<file path="src/rtl/alu_ctrl_seq_if.sv">
// alu_ctrl_seq_if: request/response bundle for alu_ctrl_seq.
//   master: controller side (drives request, abort; observes results)
//   slave : alu_ctrl_seq side
// Signals: in_valid/in_ready handshake, ALUop, func, a, b, abort,
//          ALUoperation, out_valid, illegal, busy, prod ({hi,lo}).
interface alu_ctrl_seq_if #(
  parameter int DATA_W = 32,
  parameter int OP_W   = 3,
  parameter int FUNC_W = 6
);
  logic                  in_valid;
  logic                  in_ready;
  logic [OP_W-1:0]       ALUop;
  logic [FUNC_W-1:0]     func;
  logic [DATA_W-1:0]     a;
  logic [DATA_W-1:0]     b;
  logic                  abort;
  logic [3:0]            ALUoperation;
  logic                  out_valid;
  logic                  illegal;
  logic                  busy;
  logic [2*DATA_W-1:0]   prod;

  modport master (
    output in_valid, ALUop, func, a, b, abort,
    input  in_ready, ALUoperation, out_valid, illegal, busy, prod
  );

  modport slave (
    input  in_valid, ALUop, func, a, b, abort,
    output in_ready, ALUoperation, out_valid, illegal, busy, prod
  );
endinterface

</file>
<file path="src/rtl/alu_ctrl_seq.sv">
// alu_ctrl_seq: sequential ALU-control decoder with multi-cycle multiply.
// Decodes ALUop/func into a registered 4-bit ALU operation code and runs a
// radix-2 shift-add multiplier (signed via magnitudes + sign fix-up) for
// ALUop 4 (mult) / 6 (multu).
// Ports:
//   clk   - rising-edge clock
//   rst_n - asynchronous active-low reset
//   bus   - alu_ctrl_seq_if.slave (handshake, operands, abort, results)
module alu_ctrl_seq #(
  parameter int DATA_W = 32,
  parameter int OP_W   = 3,
  parameter int FUNC_W = 6
) (
  input  logic         clk,
  input  logic         rst_n,
  alu_ctrl_seq_if.slave bus
);

  localparam int CNT_W = $clog2(DATA_W);

  typedef enum logic [1:0] {IDLE, MUL, RESP} state_t;

  state_t              state, state_n;
  logic [CNT_W-1:0]    cnt;
  logic [DATA_W-1:0]   mcand;
  logic [2*DATA_W-1:0] acc;       // {upper accumulator, multiplier}
  logic                sign;
  logic [3:0]          op_q;
  logic                ill_q;
  logic [2*DATA_W-1:0] prod_q;

  logic                accept;
  logic [3:0]          dec_op;
  logic                dec_ill, dec_mul, dec_sgn;
  logic [DATA_W-1:0]   mag_a, mag_b;
  logic [DATA_W:0]     sum;
  logic [2*DATA_W-1:0] acc_n, prod_fix;
  logic                last;

  assign bus.in_ready     = (state == IDLE) && !bus.abort;
  assign accept           = bus.in_valid && bus.in_ready;
  assign bus.out_valid    = (state == RESP);
  assign bus.busy         = (state == MUL);
  assign bus.ALUoperation = op_q;
  assign bus.illegal      = ill_q;
  assign bus.prod         = prod_q;
  assign last             = (cnt == CNT_W'(DATA_W - 1));

  always_comb begin
    dec_op  = 4'b0000;
    dec_ill = 1'b0;
    dec_mul = 1'b0;
    dec_sgn = 1'b0;
    case (bus.ALUop)
      OP_W'(0): dec_op = 4'b0000;
      OP_W'(1): dec_op = 4'b0111;
      OP_W'(2): dec_op = 4'b1000;
      OP_W'(3): dec_op = 4'b0110;
      OP_W'(4): begin dec_op = 4'b0010; dec_mul = 1'b1; dec_sgn = 1'b1; end
      OP_W'(5): begin
        case (bus.func)
          FUNC_W'(0): dec_op = 4'b0000;
          FUNC_W'(1): dec_op = 4'b0001;
          FUNC_W'(2): dec_op = 4'b0011;
          FUNC_W'(3): dec_op = 4'b0100;
          FUNC_W'(4): dec_op = 4'b0101;
          FUNC_W'(5): dec_op = 4'b0110;
          FUNC_W'(6): dec_op = 4'b1001;
          default:    dec_ill = 1'b1;
        endcase
      end
      OP_W'(6): begin dec_op = 4'b0010; dec_mul = 1'b1; end
      default:  dec_ill = 1'b1;
    endcase
  end

  // Magnitudes are treated as unsigned, so the most-negative operand
  // negates to itself and still reads as 2^(DATA_W-1).
  always_comb begin
    mag_a = bus.a;
    mag_b = bus.b;
    if (dec_sgn && bus.a[DATA_W-1]) mag_a = (~bus.a) + DATA_W'(1);
    if (dec_sgn && bus.b[DATA_W-1]) mag_b = (~bus.b) + DATA_W'(1);
  end

  // One shift-add step; the carry out of the add becomes the new MSB.
  always_comb begin
    sum      = {1'b0, acc[2*DATA_W-1:DATA_W]} + (acc[0] ? {1'b0, mcand} : '0);
    acc_n    = {sum, acc[DATA_W-1:1]};
    prod_fix = sign ? (~acc_n) + (2*DATA_W)'(1) : acc_n;
  end

  always_comb begin
    state_n = state;
    case (state)
      IDLE:    if (accept) state_n = dec_mul ? MUL : RESP;
      MUL:     if (bus.abort) state_n = IDLE;
               else if (last) state_n = RESP;
      RESP:    state_n = IDLE;
      default: state_n = IDLE;
    endcase
  end

  always_ff @(posedge clk or negedge rst_n) begin
    if (!rst_n) begin
      state  <= IDLE;
      cnt    <= '0;
      mcand  <= '0;
      acc    <= '0;
      sign   <= 1'b0;
      op_q   <= '0;
      ill_q  <= 1'b0;
      prod_q <= '0;
    end else begin
      state <= state_n;
      if (accept) begin
        op_q  <= dec_op;
        ill_q <= dec_ill;
        if (dec_mul) begin
          mcand <= mag_a;
          acc   <= {{DATA_W{1'b0}}, mag_b};
          sign  <= dec_sgn && (bus.a[DATA_W-1] ^ bus.b[DATA_W-1]);
          cnt   <= '0;
        end
      end else if (state == MUL && !bus.abort) begin
        acc <= acc_n;
        cnt <= cnt + CNT_W'(1);
        if (last) prod_q <= prod_fix;
      end
    end
  end

endmodule

</file>
<file path="src/flat_wrapper.sv">
// flat-port wrapper written by rule: the top's interface ports become plain ports
module alu_ctrl_seq_flat 
#(
  parameter int DATA_W = 32,
  parameter int OP_W   = 3,
  parameter int FUNC_W = 6
)
  (clk, rst_n, bus_in_valid, bus_ALUop, bus_func, bus_a, bus_b, bus_abort, bus_in_ready, bus_ALUoperation, bus_out_valid, bus_illegal, bus_busy, bus_prod);
  alu_ctrl_seq_if #(.DATA_W(DATA_W), .OP_W(OP_W), .FUNC_W(FUNC_W)) bus_i ();
  input  logic clk;
  input  logic rst_n;
  input wire logic [$bits(bus_i.in_valid)-1:0] bus_in_valid;
  input wire logic [$bits(bus_i.ALUop)-1:0] bus_ALUop;
  input wire logic [$bits(bus_i.func)-1:0] bus_func;
  input wire logic [$bits(bus_i.a)-1:0] bus_a;
  input wire logic [$bits(bus_i.b)-1:0] bus_b;
  input wire logic [$bits(bus_i.abort)-1:0] bus_abort;
  output wire logic [$bits(bus_i.in_ready)-1:0] bus_in_ready;
  output wire logic [$bits(bus_i.ALUoperation)-1:0] bus_ALUoperation;
  output wire logic [$bits(bus_i.out_valid)-1:0] bus_out_valid;
  output wire logic [$bits(bus_i.illegal)-1:0] bus_illegal;
  output wire logic [$bits(bus_i.busy)-1:0] bus_busy;
  output wire logic [$bits(bus_i.prod)-1:0] bus_prod;
  assign bus_i.in_valid = bus_in_valid;
  assign bus_i.ALUop = bus_ALUop;
  assign bus_i.func = bus_func;
  assign bus_i.a = bus_a;
  assign bus_i.b = bus_b;
  assign bus_i.abort = bus_abort;
  assign bus_in_ready = bus_i.in_ready;
  assign bus_ALUoperation = bus_i.ALUoperation;
  assign bus_out_valid = bus_i.out_valid;
  assign bus_illegal = bus_i.illegal;
  assign bus_busy = bus_i.busy;
  assign bus_prod = bus_i.prod;
  alu_ctrl_seq #(.DATA_W(DATA_W), .OP_W(OP_W), .FUNC_W(FUNC_W)) u_core (.clk(clk), .rst_n(rst_n), .bus(bus_i));
endmodule
</file>
<file path="config.mk">
export PLATFORM = sky130hd
export DESIGN_NAME = alu_ctrl_seq_flat
export DESIGN_NICKNAME = d
export VERILOG_FILES = /design/src/rtl/alu_ctrl_seq_if.sv /design/src/rtl/alu_ctrl_seq.sv /design/src/flat_wrapper.sv
export SDC_FILE = /design/constraint.sdc
export NUM_CORES = 1
export LEC_CHECK = 0
export ABC_AREA = 1
export BUFFER_PORTS_ARGS = -buffer_cell sky130_fd_sc_hd__buf_4
export CAP_MARGIN = 10
export CORE_MARGIN = 8
export CORE_UTILIZATION = 60
export CTS_BUF_LIST = sky130_fd_sc_hd__clkbuf_4 sky130_fd_sc_hd__clkbuf_8
export DETAILED_ROUTE_END_ITERATION = 10
export PLACE_DENSITY = 0.85
export SKIP_LAST_GASP = 1
export SYNTH_ARGS = -nofsm -noshare
export SYNTH_HDL_FRONTEND = slang
export SYNTH_SLANG_ARGS = --single-unit
export TNS_END_PERCENT = 1
</file>
<file path="constraint.sdc">
create_clock -name clk -period 3.84 [get_ports clk]
set_input_delay 0.768 -clock clk [delete_from_list [all_inputs] [get_ports clk]]
set_output_delay 0.768 -clock clk [all_outputs]
set_load 0.05 [all_outputs]
</file>
-- Yosys cells after proc, flatten, opt, wreduce, memory -nomap -nowiden
Cells that the tools add are included.
- word-level logic and storage cells: 75
- output and inout port bits: 72
- bits in registers: 173
- bitwise operators: 5
- eq/ne operators: 18
- reduce and logical (&&, ||, !) cells: 18
- muxes and demuxes: 21
- add/subtract/negate cells: 5
- operators with widths (kind ; number):
    64-bit 2-to-1 mux ; 4
    32-bit 2-to-1 mux ; 3
    32-bit by 1-bit adder with 32-bit output, second input constant ; 2
    64-bit by 1-bit adder with 64-bit output, second input constant ; 1
    32-bit inverter ; 2
    64-bit inverter ; 1
    32-bit by 33-bit adder with 33-bit output ; 1
    4-bit one-hot mux with 6 select lines ; 1
    4-bit one-hot mux with 5 select lines ; 1
    6-bit by 3-bit equality test with 1-bit output, second input constant ; 3
    5-bit 2-to-1 mux ; 3
    6-bit by 2-bit equality test with 1-bit output, second input constant ; 2
    3-bit equality test, second input constant ; 3
    2-bit 2-to-1 mux ; 4
    7-bit OR reduction ; 1
    3-bit by 2-bit equality test with 1-bit output, second input constant ; 2
    6-bit by 1-bit equality test with 1-bit output, second input constant ; 1
    1-bit logical AND ; 6
    6-bit logical NOT ; 1
    2-bit AND reduction ; 3
    6-bit OR reduction ; 1
    5-bit by 1-bit adder with 5-bit output, second input constant ; 1
    5-bit equality test, second input constant ; 1
    2-bit one-hot mux with 2 select lines ; 1
    16 further kinds ; 18

-- Depth between registers and ports, before layout
Gate-level depths: netlist (run 1).
- depth in word-level cells: 6
- gate-level depth with buffers: 26

-- Worst setup path before layout (run 1)
Ideal clock, no wire load.
- kind: register -> register
- start point: register u_core.acc[0]
- end point: register u_core.prod_q[60], in the netlist u_core.bus.prod[60]
- stages on the path, launching flop included: 21
- data required time: 3722 ps
- arrival: 2779 ps
- path buffers: 2
- slack: 943 ps
- period minus slack after synthesis: 2897 ps
- setup time: 118 ps
- path through: dfrtp_1 -> clkbuf_1 -> clkbuf_1 -> nand2_1 -> inv_1 -> ha_1 -> fa_1 -> nand3_2 -> nand3_2 -> nand2_1 -> nand2_2 -> xnor2_1 -> nand4_1 -> nor2_2 -> nand2_2 -> nor2_2 -> nand2_1 -> nand2_1 -> nand3_1 -> nand3_1 -> nand2_1
- longest elaborated chain between the ends: 5
- RTL lines (item ; line ; RTL):
    start: declaration ; alu_ctrl_seq.sv:26 ; logic [2*DATA_W-1:0] acc;
    start signal: assignment ; alu_ctrl_seq.sv:121 ; acc <= {{DATA_W{1'b0}}, mag_b};
    start signal: assignment ; alu_ctrl_seq.sv:126 ; acc <= acc_n;
    32-bit 2-to-1 mux (*) ; alu_ctrl_seq.sv:88 ; sum = {1'b0, acc[2*DATA_W-1:DATA_W]} + (acc[0] ? {1'b0, mcand} : '0);
    32-bit by 33-bit adder with 33-bit output (*) ; alu_ctrl_seq.sv:88 ;
    64-bit inverter ; alu_ctrl_seq.sv:90 ; prod_fix = sign ? (~acc_n) + (2*DATA_W)'(1) : acc_n;
    64-bit by 1-bit adder with 64-bit output ; alu_ctrl_seq.sv:90 ;
    64-bit 2-to-1 mux (*) ; alu_ctrl_seq.sv:90 ;
    end signal: assignment ; alu_ctrl_seq.sv:128 ; if (last) prod_q <= prod_fix;
    end: declaration ; alu_ctrl_seq.sv:30 ; logic [2*DATA_W-1:0] prod_q;
Every way passes the cells marked *; elsewhere a longest branch is shown, timed or not.
A chain may end at the register's enable or synchronous reset.

-- Worst setup path in the final report (run 1)
Same ends and word-level chain as after synthesis.

==> flow_summary.ini, run 1 <==
[cells_and_area]
final_common_cell = nand2_1
final_cell_mix = 576 x nand2_1, 229 x inv_1, 173 x dfrtp_1
finish.utilization = 0.689
final_layout_size_suffix_gt1_frac = 0.134
growth_of_design_area_from_synthesis_to_finish_pct = 14.4
fin_nets = 2076
final_area_um2 = 14300
finalNonFillerCells = 2250

[logic_synthesis]
ys_seq_area_frac = 0.346
synth.cell_area_um2 = 12500
synth-edff-count = 0
register_bit_count_reported_by_yosys = 173
postSynthNetCount = 1951
synthFlopType = dfrtp_1
synth_cells = 1836
ys_warn_count = 0
postSynth.asyncResetShare = 1.00
synthesis.area_per_instance_um2 = 6.81
ys_types = 48

[floorplanning]
io_pins = 149
floorplan.die.height_um = 160
num_rows = 53
floorplan.core_area_um2 = 20800
die_width_um = 160
start_util = 0.602
floorplan.die_area_um2 = 25700

[clock_tree]
clock-root-buffer = clkbuf_8
post_cts_hold_buffer_count = 0
cts_buffers = 17
clock_path_buffers = 2
clkTransAtPathRegs_ns = 0.11
insertion_delay_ns = 0.50
clock_sinks = 173
ctsHtreeMaxLevel = 4
post-cts-setup-buffers = 0
cts_tree = built
cts_repair_resize_count = 0

[routing]
postRouteWirelength_um = 38100
ant_nets = 0
dr_total_vias = 12700
firstDrtPassIters = 6
drt_iter0_drc = 1414
routed_wire_length_per_instance_um = 16.9
vias_per_cell = 5.64
route.detailed.drc = 0

[critical_path]
worst_path_max_delay_cell = fa_1
worstPathArrival_ns = 3.80
cp_cell_sequence = buf_4 > nand2_1 > inv_1 > ha_1 > fa_1 > nand3_2 > nand3_2 > nand2_1 > nand2_2 > xnor2_1 > nand4_1 > nor2_2 > nand2_2 > nor2_2 > nand2_1 > nand2_1 > nand2_1 > nand2_1 > nand3_1 > nand2_1
worst-setup-path-type = register to register
critical_path.max_stage_delay_ns = 0.48
cpMostUsedCell = nand2_1
cp_max_fo = 30
required_ns = 4.27
setup.worst_path.end_class = register
type_of_origin_of_the_critical_path = register

[power_and_ir_drop]
net-switching-power_mw = 4.45
power_mw = 9.05
proportion_of_total_power_due_to_net_switching = 0.491
cell_internal_pwr_mw = 4.60
total_leakage_power_nw = 7.64
part_of_the_power_in_registers = 0.304
powerDensity_nw_per_um2 = 633
power.ir.vdd_worst_mv = 0.340
share_comb_of_total_power = 0.532
clock_power_share = 0.165

[sta]
fmax_mhz = 297
max_slew.worst_pin.slew_ns = 1.24
count_of_pins_over_their_slew_limit = 0
hold_violations = 0
period_minus_slack_ns = 3.37
unrepaired_setup_endpoints_after_global_routing = false
setup-violations-final = 0
worst_slack_ns = 0.469
post-route-period-util = 0.878
totalNegativeSetupSlack_ns = 0
timing.hold.ws_ns = 0.241
skew_ns = 0.0379
slew_headroom = 0.176

[outcome]
status = complete, no violations

[placed_design]
place.port_buffers = 148
placement.cell_area_um2 = 13900
post_detailed_placement_half_perimeter_wirelength_um = 29000
dp_slack_ns = 0.445
gp_congestion = 1.00
placed_cells_incl_taps = 2217

[grt]
grt_pass1_wl_um = 62800
grt_antenna_before_repair = 0
grt_util_all_layers = 0.299
grt_start_max_net_pins = 72
number_of_global_route_vias_before_repair = 12300
gr-total-overflow = 0

[min_path]
hp-class = input pin to async pin

[job]
drv_cap = 0
## worst paths after layout
| check | startpoint | end | slack (ns) | depth (start not counted) |
|---|---|---|---|---|
| setup / recovery | u_core.acc[0] | u_core.bus.prod[60] | 0.47 | 20 |
| hold / removal | rst_n | u_core.bus.prod[8] | 0.24 | 1 |
| setup reg to reg | u_core.acc[0] | u_core.bus.prod[60] | 0.47 | 20 |
| hold reg to reg | u_core.mcand[3] | u_core.mcand[3] | 0.49 | 2 |
| max in group asynchronous | rst_n | u_core.mcand[6] | 2.59 | 2 |
| min in group clk | u_core.mcand[3] | u_core.mcand[3] | 0.49 | 2 |
## registers in the layout (all words and copies together), names as in the netlist
| name | count |
|---|---|
| u_core.acc | 64 |
| u_core.bus.ALUoperation | 4 |
| u_core.bus.illegal | 1 |
| u_core.bus.prod | 64 |
| u_core.cnt | 5 |
| u_core.mcand | 32 |
| u_core.sign | 1 |
| u_core.state | 2 |
## per-layer routing
layer	GRT usage	up-vias	wire, um
met2	0.453	542	16600
met5	0	-	0
met3	0.0696	64	3610
li1	-	6125	-
met1	0.422	5955	17100
met4	0.0782	0	737
## final cells by class
cell class              instances  area, um2
multi-input cells            1371       7070
fillers                      1794       6450
flip-flops and latches        173       4330
repair buffers                161       1220
inverters                     237        890
well taps                     275        344
clock buffers                  19        262
clock inverters                13        178
diodes                          1       2.50
## critical path: cells and delay by family (launching register included)
kind                     cells  cell delay (ns)
AND/OR/NAND/NOR             15             1.54
adder cells (fa/ha/maj)      2             0.71
flip-flops                   1             0.41
XOR/XNOR                     1             0.38
buffers and inverters        2             0.28
## cells in the mapped netlist, types with 10 or more instances
master	instances	area, um2
nand2_1	577	2170
inv_1	229	860
dfrtp_1	173	4330
nor2_1	157	589
o21ai_0	139	696
nand3_1	90	450
xor2_1	74	648
a21oi_1	53	265
clkbuf_1	44	165
ha_1	37	463
nor3_1	30	150
nand4_1	27	169
xnor2_1	27	236
o221ai_1	25	219
nand2_2	22	138
nor2_2	19	119
a31oi_1	10	62.6
nand3_2	10	100
## power by group through the flow
stage | clock, mW | sequential [mW] | combinational [mW]
after detailed placement | 0 | 2.75 | 4.70
after CTS | 1.49 | 2.72 | 4.73
final | 1.49 | 2.75 | 4.81
after floorplan | 0 | 2.65 | 3.51
after global placement | 0 | 2.74 | 4.63
after global routing | 1.57 | 2.80 | 5.36
## logic make-up (layout without fill, tap and decap cells)
family	after synthesis	in the layout	share of synthesized area
flip-flops	173	173	0.346
buffers and inverters	292	430	0.0895
XOR/XNOR	102	102	0.0721
adder cells (fa/ha/maj)	38	38	0.0386
other	0	1	0
AO/OA/AOI/OAI	268	268	0.124
AND/OR/NAND/NOR	963	963	0.330
Power figures use the tool's default switching activity.
==> run 2, diff against run 1 <==
Settings changed: BUFFER_PORTS_ARGS -buffer_cell sky130_fd_sc_hd__buf_4 to -buffer_cell sky130_fd_sc_hd__buf_2.
==> flow_summary.ini, run 2 (synthesis results as in run 1) <==
[outcome]
status = complete, no violations

[sta]
fmax_mhz = 280
period_minus_slack_ns = 3.58
max_slew.worst_pin.slew_ns = 1.26
unrepaired_setup_endpoints_after_global_routing = false
hold_violations = 0
slew_headroom = 0.162
skew_ns = 0.0175
worst_slack_ns = 0.264
post-route-period-util = 0.931
totalNegativeSetupSlack_ns = 0
setup-violations-final = 0
count_of_pins_over_their_slew_limit = 0

[routing]
ant_nets = 0
drt_iter0_drc = 1249
vias_per_cell = 5.67
routed_wire_length_per_instance_um = 17.0
firstDrtPassIters = 5
route.detailed.drc = 0
dr_total_vias = 12800
postRouteWirelength_um = 38200

[cells_and_area]
finish.utilization = 0.670
final_common_cell = nand2_1
fill_cells = 1835
fin_nets = 2077
final_cell_mix = 576 x nand2_1, 229 x inv_1, 172 x dfrtp_1
final_layout_size_suffix_gt1_frac = 0.135
num_antenna_cells = 0
growth_of_design_area_from_synthesis_to_finish_pct = 11.3

[critical_path]
worstPathArrival_ns = 3.96
worst_path_max_delay_cell = dfrtp_2
rrSetupSlack_ns = 0.26
cp_cell_sequence = nand2_1 > inv_1 > ha_1 > fa_1 > nand3_2 > nand3_2 > nand2_1 > nand2_2 > xnor2_1 > nand4_1 > nor2_2 > nand2_2 > nor2_2 > nand2_1 > nand2_1 > nand2_1 > nand3_1 > nand2_1
required_ns = 4.22
critical_path.max_stage_delay_ns = 0.64
cp_max_fo = 33
worst-setup-path-type = register to register
cp_top_family = simple AND/OR/NAND/NOR gates
r2r.worst_path.cells = 18
crit_cells = 18
cpMostUsedCell = nand2_1
r2r-start = u_core.acc[0]
type_of_origin_of_the_critical_path = register
critPathBufInv = 1
setup.worst_path.end_class = register
critical_path.reg2reg.endpoint = u_core.bus.prod[52]

[power_and_ir_drop]
total_leakage_power_nw = 7.58
share_comb_of_total_power = 0.536
power.ir.vdd_worst_mv = 0.436
proportion_of_total_power_due_to_net_switching = 0.504
power_mw = 8.93
net-switching-power_mw = 4.50
powerDensity_nw_per_um2 = 642
cell_internal_pwr_mw = 4.42
clock_power_share = 0.153
part_of_the_power_in_registers = 0.312

[placed_design]
gp_congestion = 1.02
place.port_buffers = 148
dp_slack_ns = 0.146
post_detailed_placement_half_perimeter_wirelength_um = 29400

[floorplanning]
floorplan.die_area_um2 = 25700
start_util = 0.602
floorplan.core_area_um2 = 20800
num_rows = 53
io_pins = 149
die_width_um = 160
floorplan.die.height_um = 160

[clock_tree]
clkTransAtPathRegs_ns = 0.11
post-cts-setup-buffers = 0
clock_sinks = 173
cts_buffers = 17
cts_repair_resize_count = 0
ctsHtreeMaxLevel = 4
clock-root-buffer = clkbuf_8
post_cts_hold_buffer_count = 0
clock_path_buffers = 2
cts_tree = built
insertion_delay_ns = 0.49

[grt]
grt_util_all_layers = 0.296
gr-total-overflow = 0
number_of_global_route_vias_before_repair = 12300
grt_antenna_before_repair = 0
grt_start_max_net_pins = 77
grt_pass1_wl_um = 62200

[min_path]
hp-class = input pin to async pin

[job]
drv_cap = 0
-- run 2: final cells by class --
type	instances	area, um2	area share
Timing Repair Buffer	162	865	0.0622
Inverter	237	890	0.0640
Tap cell	275	344	0.0247
Clock buffer	17	234	0.0168
Sequential cell	173	4330	0.311
Multi-Input combinational cell	1371	7070	0.508
Clock inverter	15	175	0.0126
-- run 2: per-layer routing --
| layer | track usage | vias to the layer above | part of all wire |
|---|---|---|---|
| met5 | 0 | - | 0 |
| met4 | 0.0964 | 0 | 0.023 |
| met3 | 0.0642 | 70 | 0.098 |
| met2 | 0.439 | 614 | 0.43 |
| met1 | 0.422 | 5953 | 0.45 |
| li1 | - | 6124 | - |
-- run 2: worst register-to-register path: cells and delay by family (launching register included) --
kind                     cells  cell delay [ns]
adder cells (fa/ha/maj)      2             0.71
XOR/XNOR                     1             0.39
flip-flops                   1             0.64
buffers and inverters        1             0.05
AND/OR/NAND/NOR             14             1.67
-- run 2: stage by stage --
step	area, um2	hold WS [ns]	cells
3_5_place_dp	13500	0.462	2218
6_report	13900	0.218	2250
2_1_floorplan	12500	0.449	1836
3_3_place_gp	13500	0.458	2218
5_1_grt	13900	0.223	2250
4_1_cts	13900	0.219	2250
-- run 2: how the worst max path moves through the flow --
stage / from / endpoint
6_report: u_core.acc[0] / u_core.bus.prod[52]
5_1_grt: u_core.acc[0] / u_core.bus.prod[60]
4_1_cts: u_core.acc[0] / u_core.bus.prod[52]
3_5_place_dp: u_core.acc[0] / u_core.bus.prod[52]
3_3_place_gp: u_core.acc[0] / u_core.bus.prod[52]
2_1_floorplan: u_core.acc[0] / u_core.bus.prod[60]
-- run 2: power by group through the flow --
stage / registers, mW / clock network (mW) / logic [mW]
after floorplan: 2.65 / 0 / 3.51
after global placement: 2.78 / 0 / 4.57
after detailed placement: 2.79 / 0 / 4.66
after CTS: 2.76 / 1.37 / 4.69
after global routing: 2.84 / 1.45 / 5.34
final: 2.78 / 1.36 / 4.78
